--- src/rtl/ps2_mouse_ctrl.sv ---
// PS/2 mouse controller: runs the reset / BAT / ID / stream-enable init sequence,
// then assembles 3-byte stream packets into button, movement and overflow fields.
module ps2_mouse_ctrl #(
    parameter int RSP_TIMEOUT = 25000000,
    parameter int PKT_TIMEOUT = 1000000,
    parameter int MAX_RETRY   = 3
) (
    input  logic       clk,
    input  logic       rst,
    input  logic       rx_rda,
    input  logic [7:0] rx_data,
    input  logic       tx_sent,
    output logic       tx_req,
    output logic [7:0] tx_data,
    output logic       init_done,
    output logic       init_err,
    output logic       pkt_valid,
    output logic [2:0] buttons,
    output logic [8:0] dx,
    output logic [8:0] dy,
    output logic       x_ovf,
    output logic       y_ovf,
    output logic [1:0] retry_cnt,
    output logic [2:0] state_dbg
);

    localparam int TMAX = (RSP_TIMEOUT > PKT_TIMEOUT) ? RSP_TIMEOUT : PKT_TIMEOUT;
    localparam int TW   = $clog2(TMAX + 1);

    typedef enum logic [2:0] {
        SEND_RST   = 3'd0,
        WAIT_ACK_R = 3'd1,
        WAIT_BAT   = 3'd2,
        WAIT_ID    = 3'd3,
        SEND_EN    = 3'd4,
        WAIT_ACK_E = 3'd5,
        STREAM     = 3'd6,
        ERROR      = 3'd7
    } state_t;

    state_t        state, nxt;
    logic          rx_rda_q;
    logic          rx_new;
    logic [TW-1:0] timer;
    logic [1:0]    idx;
    logic [7:0]    byte0, byte1;
    logic          fail;
    logic          is_wait;
    logic          rsp_expired;
    logic          pkt_expired;

    assign rx_new      = rx_rda & ~rx_rda_q;
    assign is_wait     = (state == WAIT_ACK_R) || (state == WAIT_BAT) ||
                         (state == WAIT_ID) || (state == WAIT_ACK_E);
    assign rsp_expired = (timer == TW'(RSP_TIMEOUT - 1));
    assign pkt_expired = (idx != 2'd0) && (timer == TW'(PKT_TIMEOUT - 1));

    assign init_done = (state == STREAM);
    assign init_err  = (state == ERROR);
    assign state_dbg = state;

    always_comb begin
        nxt  = state;
        fail = 1'b0;
        case (state)
            SEND_RST: if (tx_sent && tx_req) nxt = WAIT_ACK_R;
            WAIT_ACK_R: begin
                // FE here is a resend request from the mouse, handled as a retry
                if (rx_new) begin
                    if (rx_data == 8'hFA) nxt = WAIT_BAT;
                    else                  fail = 1'b1;
                end else if (rsp_expired) fail = 1'b1;
            end
            WAIT_BAT: begin
                if (rx_new) begin
                    if (rx_data == 8'hAA) nxt = WAIT_ID;
                    else                  fail = 1'b1;
                end else if (rsp_expired) fail = 1'b1;
            end
            WAIT_ID: begin
                if (rx_new) begin
                    if (rx_data == 8'h00) nxt = SEND_EN;
                    else                  fail = 1'b1;
                end else if (rsp_expired) fail = 1'b1;
            end
            SEND_EN: if (tx_sent && tx_req) nxt = WAIT_ACK_E;
            WAIT_ACK_E: begin
                if (rx_new) begin
                    if (rx_data == 8'hFA)      nxt = STREAM;
                    else if (rx_data == 8'hFE) nxt = SEND_EN;
                    else                       fail = 1'b1;
                end else if (rsp_expired) fail = 1'b1;
            end
            default: nxt = state;
        endcase
        if (fail) nxt = (retry_cnt == 2'(MAX_RETRY)) ? ERROR : SEND_RST;
    end

    always_ff @(posedge clk) begin
        if (rst) begin
            state     <= SEND_RST;
            rx_rda_q  <= 1'b0;
            tx_req    <= 1'b0;
            tx_data   <= 8'hFF;
            retry_cnt <= 2'd0;
            timer     <= '0;
            idx       <= 2'd0;
            byte0     <= 8'h00;
            byte1     <= 8'h00;
            pkt_valid <= 1'b0;
            buttons   <= 3'd0;
            dx        <= 9'd0;
            dy        <= 9'd0;
            x_ovf     <= 1'b0;
            y_ovf     <= 1'b0;
        end else begin
            state    <= nxt;
            rx_rda_q <= rx_rda;
            // Request stays up for the whole SEND_* visit and drops with tx_sent
            tx_req   <= (nxt == SEND_RST) || (nxt == SEND_EN);
            if (nxt != state) begin
                if (nxt == SEND_RST)     tx_data <= 8'hFF;
                else if (nxt == SEND_EN) tx_data <= 8'hF4;
            end
            if (fail && (retry_cnt != 2'(MAX_RETRY))) retry_cnt <= retry_cnt + 2'd1;

            if ((nxt != state) || rx_new)        timer <= '0;
            else if (state == STREAM)            timer <= ((idx == 2'd0) || pkt_expired) ? '0 : timer + 1'b1;
            else if (is_wait)                    timer <= timer + 1'b1;
            else                                 timer <= '0;

            pkt_valid <= 1'b0;
            if (state == STREAM) begin
                if (rx_new) begin
                    case (idx)
                        2'd0: if (rx_data[3]) begin
                            byte0 <= rx_data;
                            idx   <= 2'd1;
                        end
                        2'd1: begin
                            byte1 <= rx_data;
                            idx   <= 2'd2;
                        end
                        default: begin
                            buttons   <= byte0[2:0];
                            dx        <= {byte0[4], byte1};
                            dy        <= {byte0[5], rx_data};
                            x_ovf     <= byte0[6];
                            y_ovf     <= byte0[7];
                            pkt_valid <= 1'b1;
                            idx       <= 2'd0;
                        end
                    endcase
                end else if (pkt_expired) begin
                    idx <= 2'd0;
                end
            end
        end
    end

endmodule

--- config.mk ---
export PLATFORM = sky130hd
export DESIGN_NAME = ps2_mouse_ctrl
export DESIGN_NICKNAME = d
export VERILOG_FILES = /design/src/rtl/ps2_mouse_ctrl.sv
export SDC_FILE = /design/constraint.sdc
export NUM_CORES = 1
export LEC_CHECK = 0
export BUFFER_PORTS_ARGS = -buffer_cell sky130_fd_sc_hd__buf_4
export CAP_MARGIN = 40
export CORE_MARGIN = 8
export CORE_UTILIZATION = 50
export CTS_BUF_LIST = sky130_fd_sc_hd__clkbuf_8 sky130_fd_sc_hd__clkbuf_16
export CTS_CLUSTER_DIAMETER = 50
export DETAILED_ROUTE_END_ITERATION = 7
export GPL_ROUTABILITY_DRIVEN = 0
export PLACE_DENSITY = 0.7
export SYNTH_ARGS = -nofsm -noshare
export SYNTH_HDL_FRONTEND = slang
export SYNTH_SLANG_ARGS = --single-unit
--- constraint.sdc ---
create_clock -name clk -period 3.1 [get_ports clk]
set_input_delay 0 -clock clk [delete_from_list [all_inputs] [get_ports clk]]
set_output_delay 0 -clock clk [all_outputs]
set_load 0.02 [all_outputs]
==> impl_metrics.env, run 1 <==
export IMPL_route_detailed_drc=0
export IMPL_drive_above_1_share=0.226
export IMPL_path_cells="ha_1, nand3_1, nor4_4, a31oi_2, a211oi_4, nor4b_2, o211ai_2, buf_4, nor3_1"
export IMPL_core_area_sq_mm=0.00668
export IMPL_finalWorstSetupSlack_ns=0.359
export IMPL_placed_area_sq_mm=0.00374
export IMPL_synthCells=371
export IMPL_tightest_slew_ns=0.790
export IMPL_leakage_nw=1.48
export IMPL_drtAntennaViolNets=0
export IMPL_clkTransAtPathRegs_ns=0.08
export IMPL_finalNetCount=433
export IMPL_synth_warnings=0
export IMPL_cts_buffers=9
export IMPL_cp_arrival_ns=2.97
export IMPL_mostFrequentLayoutCells="dfxtp_1, nand2_1, buf_4, nor2_1, a21oi_1"
export IMPL_rows=30
export IMPL_critPathCaptureType="register"
export IMPL_critPathMaxFanout=25
export IMPL_postSynthAreaPerCell_sq_um=9.15
export IMPL_required_ns=3.33
export IMPL_rsz0062_at_grt="no"
export IMPL_synth_edf_count=0
export IMPL_final_hold_violation_count=0
export IMPL_async_flop_share=0
export IMPL_cts_max_path_buffers=2
export IMPL_dpl_cell_count=479
export IMPL_layout_commonest_cell="dfxtp_1"
export IMPL_grt_max_degree=51
export IMPL_cp_slowest_cell="a211oi_4"
export IMPL_die_x_um=98.4
export IMPL_grt_pass1_wl_um=12400
export IMPL_hpwl_um=4990
export IMPL_fin_crit_sh=0.884
export IMPL_firstDrtPassIters=4
export IMPL_fin_skew_ns=0.00909
export IMPL_wl_um=7130
export IMPL_htree_levels=3
export IMPL_synth_largest_area_cell="dfxtp_1"
export IMPL_io_buffers=46
export IMPL_maxCapViolCount=0
export IMPL_syn_cell_area_sq_mm=0.00340
export IMPL_synth_area_leaders="dfxtp_1, nand2_1, nor3_2"
export IMPL_n_antenna_cell=0
export IMPL_synth_seq_cells=74
export IMPL_slew_limit_headroom=0.473
export IMPL_fmax_mhz=365
export IMPL_final_cell_area_sq_mm=0.00406
export IMPL_ys_flop_type="dfxtp_1"
export IMPL_hold_class="input port to register"
export IMPL_setup_total_negative_slack_ns=0
export IMPL_initial_core_util=0.508
export IMPL_grt_pass1_vias=2643
export IMPL_cts_root_buf="clkbuf_8"
export IMPL_antenna_found_initial=0
export IMPL_dr_total_vias=2683
export IMPL_synth_top_area_share=0.436
export IMPL_synthToLayoutAreaGrowth_pct=19.5
export IMPL_dp_slack_ns=0.361
export IMPL_power_density_mw_per_mm2=491
export IMPL_fill_cells=605
export IMPL_cts_tree="built"
export IMPL_critPathMaxStageDelay_ns=0.45
export IMPL_cts_sinks=74
export IMPL_cp_start_kind="register"
export IMPL_drt_wirelength_per_cell_um=14.1
export IMPL_grt_ovfl_total=0
export IMPL_seq_area_frac_synth=0.436
export IMPL_irDropWorstVdd_mv=0.224
export IMPL_crit_family="compound AO/OA/AOI/OAI gates"
export IMPL_worst_path_buf_inv=1
export IMPL_synth_cell_type_count=54
export IMPL_ctsHoldBuffers=9
export IMPL_path_class="register to register"
export IMPL_drt_iter0_markers=111
export IMPL_finalSetupViolCount=0
export IMPL_io_pins=52
export IMPL_fin_crit_ns=2.74
export IMPL_track_usage=0.154
export IMPL_die_area_sq_mm=0.00968
export IMPL_viasPerCell=5.32
export IMPL_status="complete, no violations"
export IMPL_cts_resized=0
export IMPL_clkLatencyLatePin_ns=0.35
export IMPL_fp_dieH_um=98.4
export IMPL_instances_no_fill=504
export IMPL_slew_violations=0
export IMPL_cts_setup_buffers=0
cell usage after synthesis (2+ instances only):
library cell  instances
and3_1                8
o31a_1                2
nand4_1               5
a21oi_1              26
xor2_1                9
nor4_1                3
buf_6                 3
nor3_2               20
nand2_1              58
nor4b_1               2
and3b_1               2
nor3_1                7
inv_1                 3
ha_1                  2
nand3_1              14
o21a_1                2
clkbuf_1             14
a21boi_0              2
and2_1                2
nand4b_1              2
mux2i_1              16
nor2b_1               5
xnor2_1              15
nor2_1               38
buf_4                 8
o211ai_1              2
dfxtp_1              74
registers in the layout (all words and copies together), names as in the netlist:
name / cells
byte1: 8
tx_req: 1
pkt_valid: 1
retry_cnt: 2
x_ovf: 1
y_ovf: 1
tx_data: 1
rx_rda_q: 1
idx: 2
dx: 9
dy: 9
timer: 25
buttons: 3
state_dbg: 3
byte0: 7
worst reg2reg max path: cells and delay by family (launching register included):
family                   cells  cell delay (ns)
AO/OA/AOI/OAI                3             0.84
AND/OR/NAND/NOR              4             0.82
flip-flops                   1             0.39
buffers and inverters        1             0.37
adder cells (fa/ha/maj)      1             0.20
area by class of cell:
type                    count  area [sq um]  area share
clock buffers              11           151      0.0373
clock inverters             5          77.6      0.0191
inverters                   3          11.3     0.00278
multi-input cells         272          1760       0.433
flip-flops and latches     74          1480       0.365
well taps                  80           100      0.0247
repair buffers             59           478       0.118
path summary, 6_finish.rpt:
| kind | from | end | slack (ns) | depth (start not counted) |
|---|---|---|---|---|
| worst max-delay path | timer[0] | timer[7] | 0.36 | 9 |
| worst min register to register | byte0[2] | buttons[2] | 0.45 | 2 |
| worst max register to register | timer[0] | timer[7] | 0.36 | 9 |
| worst min-delay path | rst | byte0[7] | 0.09 | 2 |
logic make-up (layout without fill, tap and decap cells):
logic type	Yosys count	count (layout)	share of synthesized area
xor+xnor	25	25	0.0700
fa+ha+maj	2	2	0.00737
flops	74	74	0.436
other cells	1	5	0.00110
buf+inv	29	78	0.0505
compound gates	48	48	0.102
mux	16	16	0.0472
simple gates	176	176	0.286
stage by stage:
stage,util,hold WS (ns),power (W)
4_1_cts,0.607,0.0895,0.00201
6_report,0.607,0.0917,0.00199
5_1_grt,0.607,0.0985,0.00205
3_3_place_gp,0.560,0.248,0.00116
2_1_floorplan,-,0.128,0.00112
3_5_place_dp,0.560,0.251,0.00116
report_power, final:
group | internal (W) | switching (W)
registers | 0.000956 | 0.00000545
clock network | 0.000495 | 0.000354
logic | 0.0000697 | 0.000113
total | 0.00152 | 0.000472
layer usage:
layer,share of wire,global-route usage
met3,0.054,0.0430
met2,0.48,0.253
met1,0.45,0.178
met5,0,0
met4,0.016,0.0838
Power figures use the tool's default switching activity.
==> run 2, diff against run 1 <==
MAX_ROUTING_LAYER = met4   (was default)
==> impl_metrics.env, run 2 (synthesized netlist as in run 1, its figures left out) <==
export IMPL_status="complete, no violations"
export IMPL_n_antenna_cell=0
export IMPL_grt_max_degree=51
export IMPL_p_clk_frac=0.425
export IMPL_tightest_slew_ns=0.795
export IMPL_grt_ovfl_total=0
export IMPL_holdCritStartpoint="rst"
export IMPL_regToRegStartpoint="timer[0]"
export IMPL_cts_setup_buffers=0
export IMPL_cts_buffers=9
export IMPL_drive_above_1_share=0.226
export IMPL_wl_um=7130
export IMPL_seq_area_sq_mm=0.00148
export IMPL_clkTransAtPathRegs_ns=0.08
export IMPL_slew_limit_headroom=0.470
export IMPL_drt_iter0_markers=101
export IMPL_dp_slack_ns=0.361
export IMPL_cts_max_path_buffers=2
export IMPL_rsz0062_at_grt="no"
export IMPL_die_x_um=98.4
export IMPL_io_pins=52
export IMPL_setup_total_negative_slack_ns=0
export IMPL_critPathMaxFanout=25
export IMPL_drtAntennaViolNets=0
export IMPL_regMostFlops="timer"
export IMPL_drt_wirelength_per_cell_um=14.2
export IMPL_largest_reg_flops=25
export IMPL_cp_slowest_cell="a211oi_4"
export IMPL_leakage_nw=1.48
export IMPL_mostFrequentLayoutCells="dfxtp_1, nand2_1, buf_4, nor2_1, a21oi_1"
export IMPL_hold_class="input port to register"
export IMPL_final_hold_violation_count=0
export IMPL_path_cells="ha_1, nand3_1, nor4_4, a31oi_2, a211oi_4, nor4b_2, o211ai_2, buf_4, nor3_1"
export IMPL_critPathMaxStageDelay_ns=0.45
export IMPL_fmax_mhz=365
export IMPL_min_delay_path_depth=2
export IMPL_clkLatencyLatePin_ns=0.35
export IMPL_firstDrtPassIters=4
export IMPL_finalNetCount=433
export IMPL_hpwl_um=4990
export IMPL_critPathCaptureType="register"
export IMPL_fill_cells=605
export IMPL_finalWorstSetupSlack_ns=0.357
export IMPL_initial_core_util=0.508
export IMPL_power_density_mw_per_mm2=491
export IMPL_die_area_sq_mm=0.00968
export IMPL_viasPerCell=5.32
export IMPL_maxCapViolCount=0
export IMPL_dpl_cell_count=479
export IMPL_cts_root_buf="clkbuf_8"
export IMPL_cp_start_kind="register"
export IMPL_fin_crit_ns=2.74
export IMPL_irDropWorstVdd_mv=0.224
export IMPL_slew_violations=0
export IMPL_reg2reg_to="timer[7]"
export IMPL_crit_family="compound AO/OA/AOI/OAI gates"
export IMPL_rows=30
export IMPL_antenna_found_initial=0
export IMPL_reg2reg_slack_ns=0.36
export IMPL_multiInputGateArea_sq_mm=0.00176
export IMPL_pwr_share_comb=0.092
export IMPL_fp_dieH_um=98.4
export IMPL_swShare=0.236
export IMPL_min_delay_worst_endpoint="byte0[7]"
export IMPL_top_regs="timer x25, dx x9, dy x9"
export IMPL_core_area_sq_mm=0.00668
export IMPL_layout_commonest_cell="dfxtp_1"
export IMPL_holdWs_ns=0.0959
export IMPL_required_ns=3.33
export IMPL_synthToLayoutAreaGrowth_pct=19.5
export IMPL_grt_pass1_wl_um=12400
export IMPL_cts_tree="built"
export IMPL_worst_path_buf_inv=1
export IMPL_grt_pass1_vias=2636
export IMPL_finalSetupViolCount=0
export IMPL_p_switching_w=0.000470
export IMPL_path_class="register to register"
export IMPL_cts_sinks=74
export IMPL_fin_skew_ns=0.00858
export IMPL_route_detailed_drc=0
export IMPL_seqPwrFrac=0.483
export IMPL_fin_crit_sh=0.885
export IMPL_io_buffers=46
export IMPL_track_usage=0.159
export IMPL_instances_no_fill=504
export IMPL_p_int_w=0.00152
export IMPL_reg2regPathDepth=9
export IMPL_htree_levels=3
export IMPL_dr_total_vias=2682
export IMPL_cp_arrival_ns=2.97
## run 2: cell counts in the layout (fill, tap and decap cells not counted)
Identical to the previous run, type by type.
## run 2: routing by layer
layer,GRT usage,share of wire
met2,0.252,0.48
met5,-,0
met3,0.0423,0.049
met1,0.180,0.45
met4,0.0838,0.016
## run 2: timing repair
action	in CTS	in global routing
hold buffers	9	0
resized for setup	0	0
hold endpoints to repair	24	0
## run 2: power by group through the flow
stage / Sequential [W] / Combinational [W] / Clock (W)
finish: 0.000962 / 0.000182 / 0.000847
global route: 0.000963 / 0.000198 / 0.000894
floorplan: 0.000989 / 0.000130 / 0
CTS: 0.000962 / 0.000184 / 0.000864
detailed placement: 0.000984 / 0.000175 / 0
global placement: 0.000984 / 0.000174 / 0
## run 2: how the worst max path moves through the flow
| stage | start | endpoint | slack (ns) | cells past startpoint |
|---|---|---|---|---|
| after floorplan | state_dbg[0] | timer[1] | 0.63 | 9 |
| after global placement | timer[0] | timer[7] | 0.45 | 9 |
| after detailed placement | timer[0] | timer[7] | 0.36 | 9 |
| after CTS | timer[0] | timer[5] | 0.33 | 9 |
| after global routing | timer[0] | timer[5] | 0.14 | 9 |
| final | timer[0] | timer[7] | 0.36 | 9 |
## run 2: cell type report
cell class | count | area share
Clock inverter | 5 | 0.0191
Tap cell | 80 | 0.0247
Multi-Input combinational cell | 272 | 0.433
Clock buffer | 11 | 0.0373
Sequential cell | 74 | 0.365
Inverter | 3 | 0.00278
Timing Repair Buffer | 59 | 0.118
## run 2: per-stage QoR
stage	total power (W)	utilization	area, sq um
6_report	0.00199	0.607	4060
5_1_grt	0.00205	0.607	4060
4_1_cts	0.00201	0.607	4060
3_5_place_dp	0.00116	0.560	3740
3_3_place_gp	0.00116	0.560	3740
2_1_floorplan	0.00112	-	3410
==> run 3, diff against run 2 <==
CTS_BUF_LIST = sky130_fd_sc_hd__clkbuf_16   (was sky130_fd_sc_hd__clkbuf_8 sky130_fd_sc_hd__clkbuf_16)
REMOVE_ABC_BUFFERS = 1   (was default)
==> impl_metrics.env, run 3 (synthesized netlist as in run 1, its figures left out) <==
export IMPL_mostFrequentLayoutCells="dfxtp_1, nand2_1, buf_4, nor2_1, a21oi_1"
export IMPL_fill_cells=613
export IMPL_path_class="register to register"
export IMPL_wl_met3_um=395
export IMPL_power_density_mw_per_mm2=536
export IMPL_cts_tree="built"
export IMPL_die_x_um=98.4
export IMPL_tightest_slew_ns=0.827
export IMPL_layout_commonest_cell="dfxtp_1"
export IMPL_viasPerCell=5.36
export IMPL_fmax_mhz=354
export IMPL_synthToLayoutAreaGrowth_pct=21.4
export IMPL_htree_levels=3
export IMPL_n_antenna_cell=0
export IMPL_cp_start_kind="register"
export IMPL_leakage_nw=1.49
export IMPL_cts_buffers=9
export IMPL_setup_total_negative_slack_ns=0
export IMPL_firstDrtPassIters=4
export IMPL_rows=30
export IMPL_finalSetupViolCount=0
export IMPL_maxCapViolCount=0
export IMPL_wl_met2_um=3360
export IMPL_grt_ovfl_total=0
export IMPL_hold_class="input port to register"
export IMPL_wl_met1_um=3190
export IMPL_io_buffers=46
export IMPL_p_int_w=0.00171
export IMPL_cp_arrival_ns=3.03
export IMPL_rsz0062_at_grt="no"
export IMPL_antenna_found_initial=0
export IMPL_cts_sinks=74
export IMPL_highest_layer="met4"
export IMPL_cts_max_path_buffers=2
export IMPL_final_hold_violation_count=0
export IMPL_slew_violations=0
export IMPL_cts_setup_buffers=0
export IMPL_slew_limit_headroom=0.449
export IMPL_p_clk_frac=0.486
export IMPL_critPathMaxFanout=25
export IMPL_drive_above_1_share=0.222
export IMPL_p_switching_w=0.000500
export IMPL_track_usage=0.158
export IMPL_drt_iter0_markers=78
export IMPL_core_area_sq_mm=0.00668
export IMPL_status="complete, no violations"
export IMPL_largest_reg_flops=25
export IMPL_critPathCaptureType="register"
export IMPL_irDropWorstVdd_mv=0.266
export IMPL_seqPwrFrac=0.435
export IMPL_drt_wirelength_per_cell_um=14.0
export IMPL_cts_root_buf="clkbuf_16"
export IMPL_grt_max_degree=51
export IMPL_p_total_w=0.00221
export IMPL_hpwl_um=4680
export IMPL_regMostFlops="timer"
export IMPL_cts_resized=0
export IMPL_grt_pass1_wl_um=12400
export IMPL_fin_skew_ns=0.00519
export IMPL_drtAntennaViolNets=0
export IMPL_grt_pass1_vias=2611
export IMPL_fp_dieH_um=98.4
export IMPL_pwr_share_comb=0.078
export IMPL_die_area_sq_mm=0.00968
export IMPL_required_ns=3.30
export IMPL_dr_total_vias=2695
export IMPL_initial_core_util=0.508
export IMPL_route_detailed_drc=0
export IMPL_fin_crit_ns=2.83
export IMPL_finalNetCount=433
export IMPL_io_pins=52
export IMPL_wl_um=7040
export IMPL_fin_crit_sh=0.912
export IMPL_clkLatencyLatePin_ns=0.33
export IMPL_clkTransAtPathRegs_ns=0.06
export IMPL_top_regs="timer x25, dx x9, dy x9"
export IMPL_swShare=0.226
export IMPL_ctsHoldBuffers=9
-- run 3: worst paths after layout --
check	startpoint	cells after the start	slack, ns	to
setup / recovery	timer[0]	9	0.27	timer[8]
hold / removal	rst	2	0.11	pkt_valid
setup reg to reg	timer[0]	9	0.27	timer[8]
hold reg to reg	byte0[2]	2	0.45	buttons[2]
-- run 3: critical path: stages (launching register included) --
cell and delay [ns]:
dfxtp_1 0.39, ha_1 0.21, nand3_1 0.21, nor4_4 0.35
a31oi_2 0.21, a211oi_4 0.46, o21bai_4 0.25, xnor2_4 0.13
buf_4 0.37, nor3_1 0.10
-- run 3: cell type report --
type / count / area, sq um / share of cell area
Clock inverter: 6 / 82.6 / 0.0200
Inverter: 3 / 11.3 / 0.00273
Clock buffer: 9 / 225 / 0.0546
Timing Repair Buffer: 59 / 465 / 0.113
Sequential cell: 74 / 1480 / 0.359
Tap cell: 80 / 100 / 0.0243
Multi-Input combinational cell: 272 / 1760 / 0.426
-- run 3: through the flow --
stage / instances / hold WS (ns) / setup WS, ns / area [sq um] / util
5_1_grt: 503 / 0.133 / 0.0606 / 4120 / 0.617
3_5_place_dp: 479 / 0.246 / 0.269 / 3730 / 0.558
2_1_floorplan: 349 / 0.0691 / 0.0409 / 3250 / -
3_3_place_gp: 479 / 0.244 / 0.380 / 3730 / 0.558
6_report: 503 / 0.112 / 0.274 / 4120 / 0.617
4_1_cts: 503 / 0.116 / 0.255 / 4120 / 0.617
-- run 3: power by group through the flow --
stage	clock network, W	logic, W	registers, W
finish	0.00108	0.000173	0.000963
global route	0.00113	0.000186	0.000963
CTS	0.00109	0.000174	0.000963
detailed placement	0	0.000164	0.000984
global placement	0	0.000163	0.000983
floorplan	0	0.0000841	0.000997
-- run 3: metal layers --
layer | global-route usage | vias to the layer above
li1 | - | 1365
met1 | 0.179 | 1272
met2 | 0.254 | 47
met3 | 0.0472 | 11
met4 | 0.0697 | 0
met5 | - | -
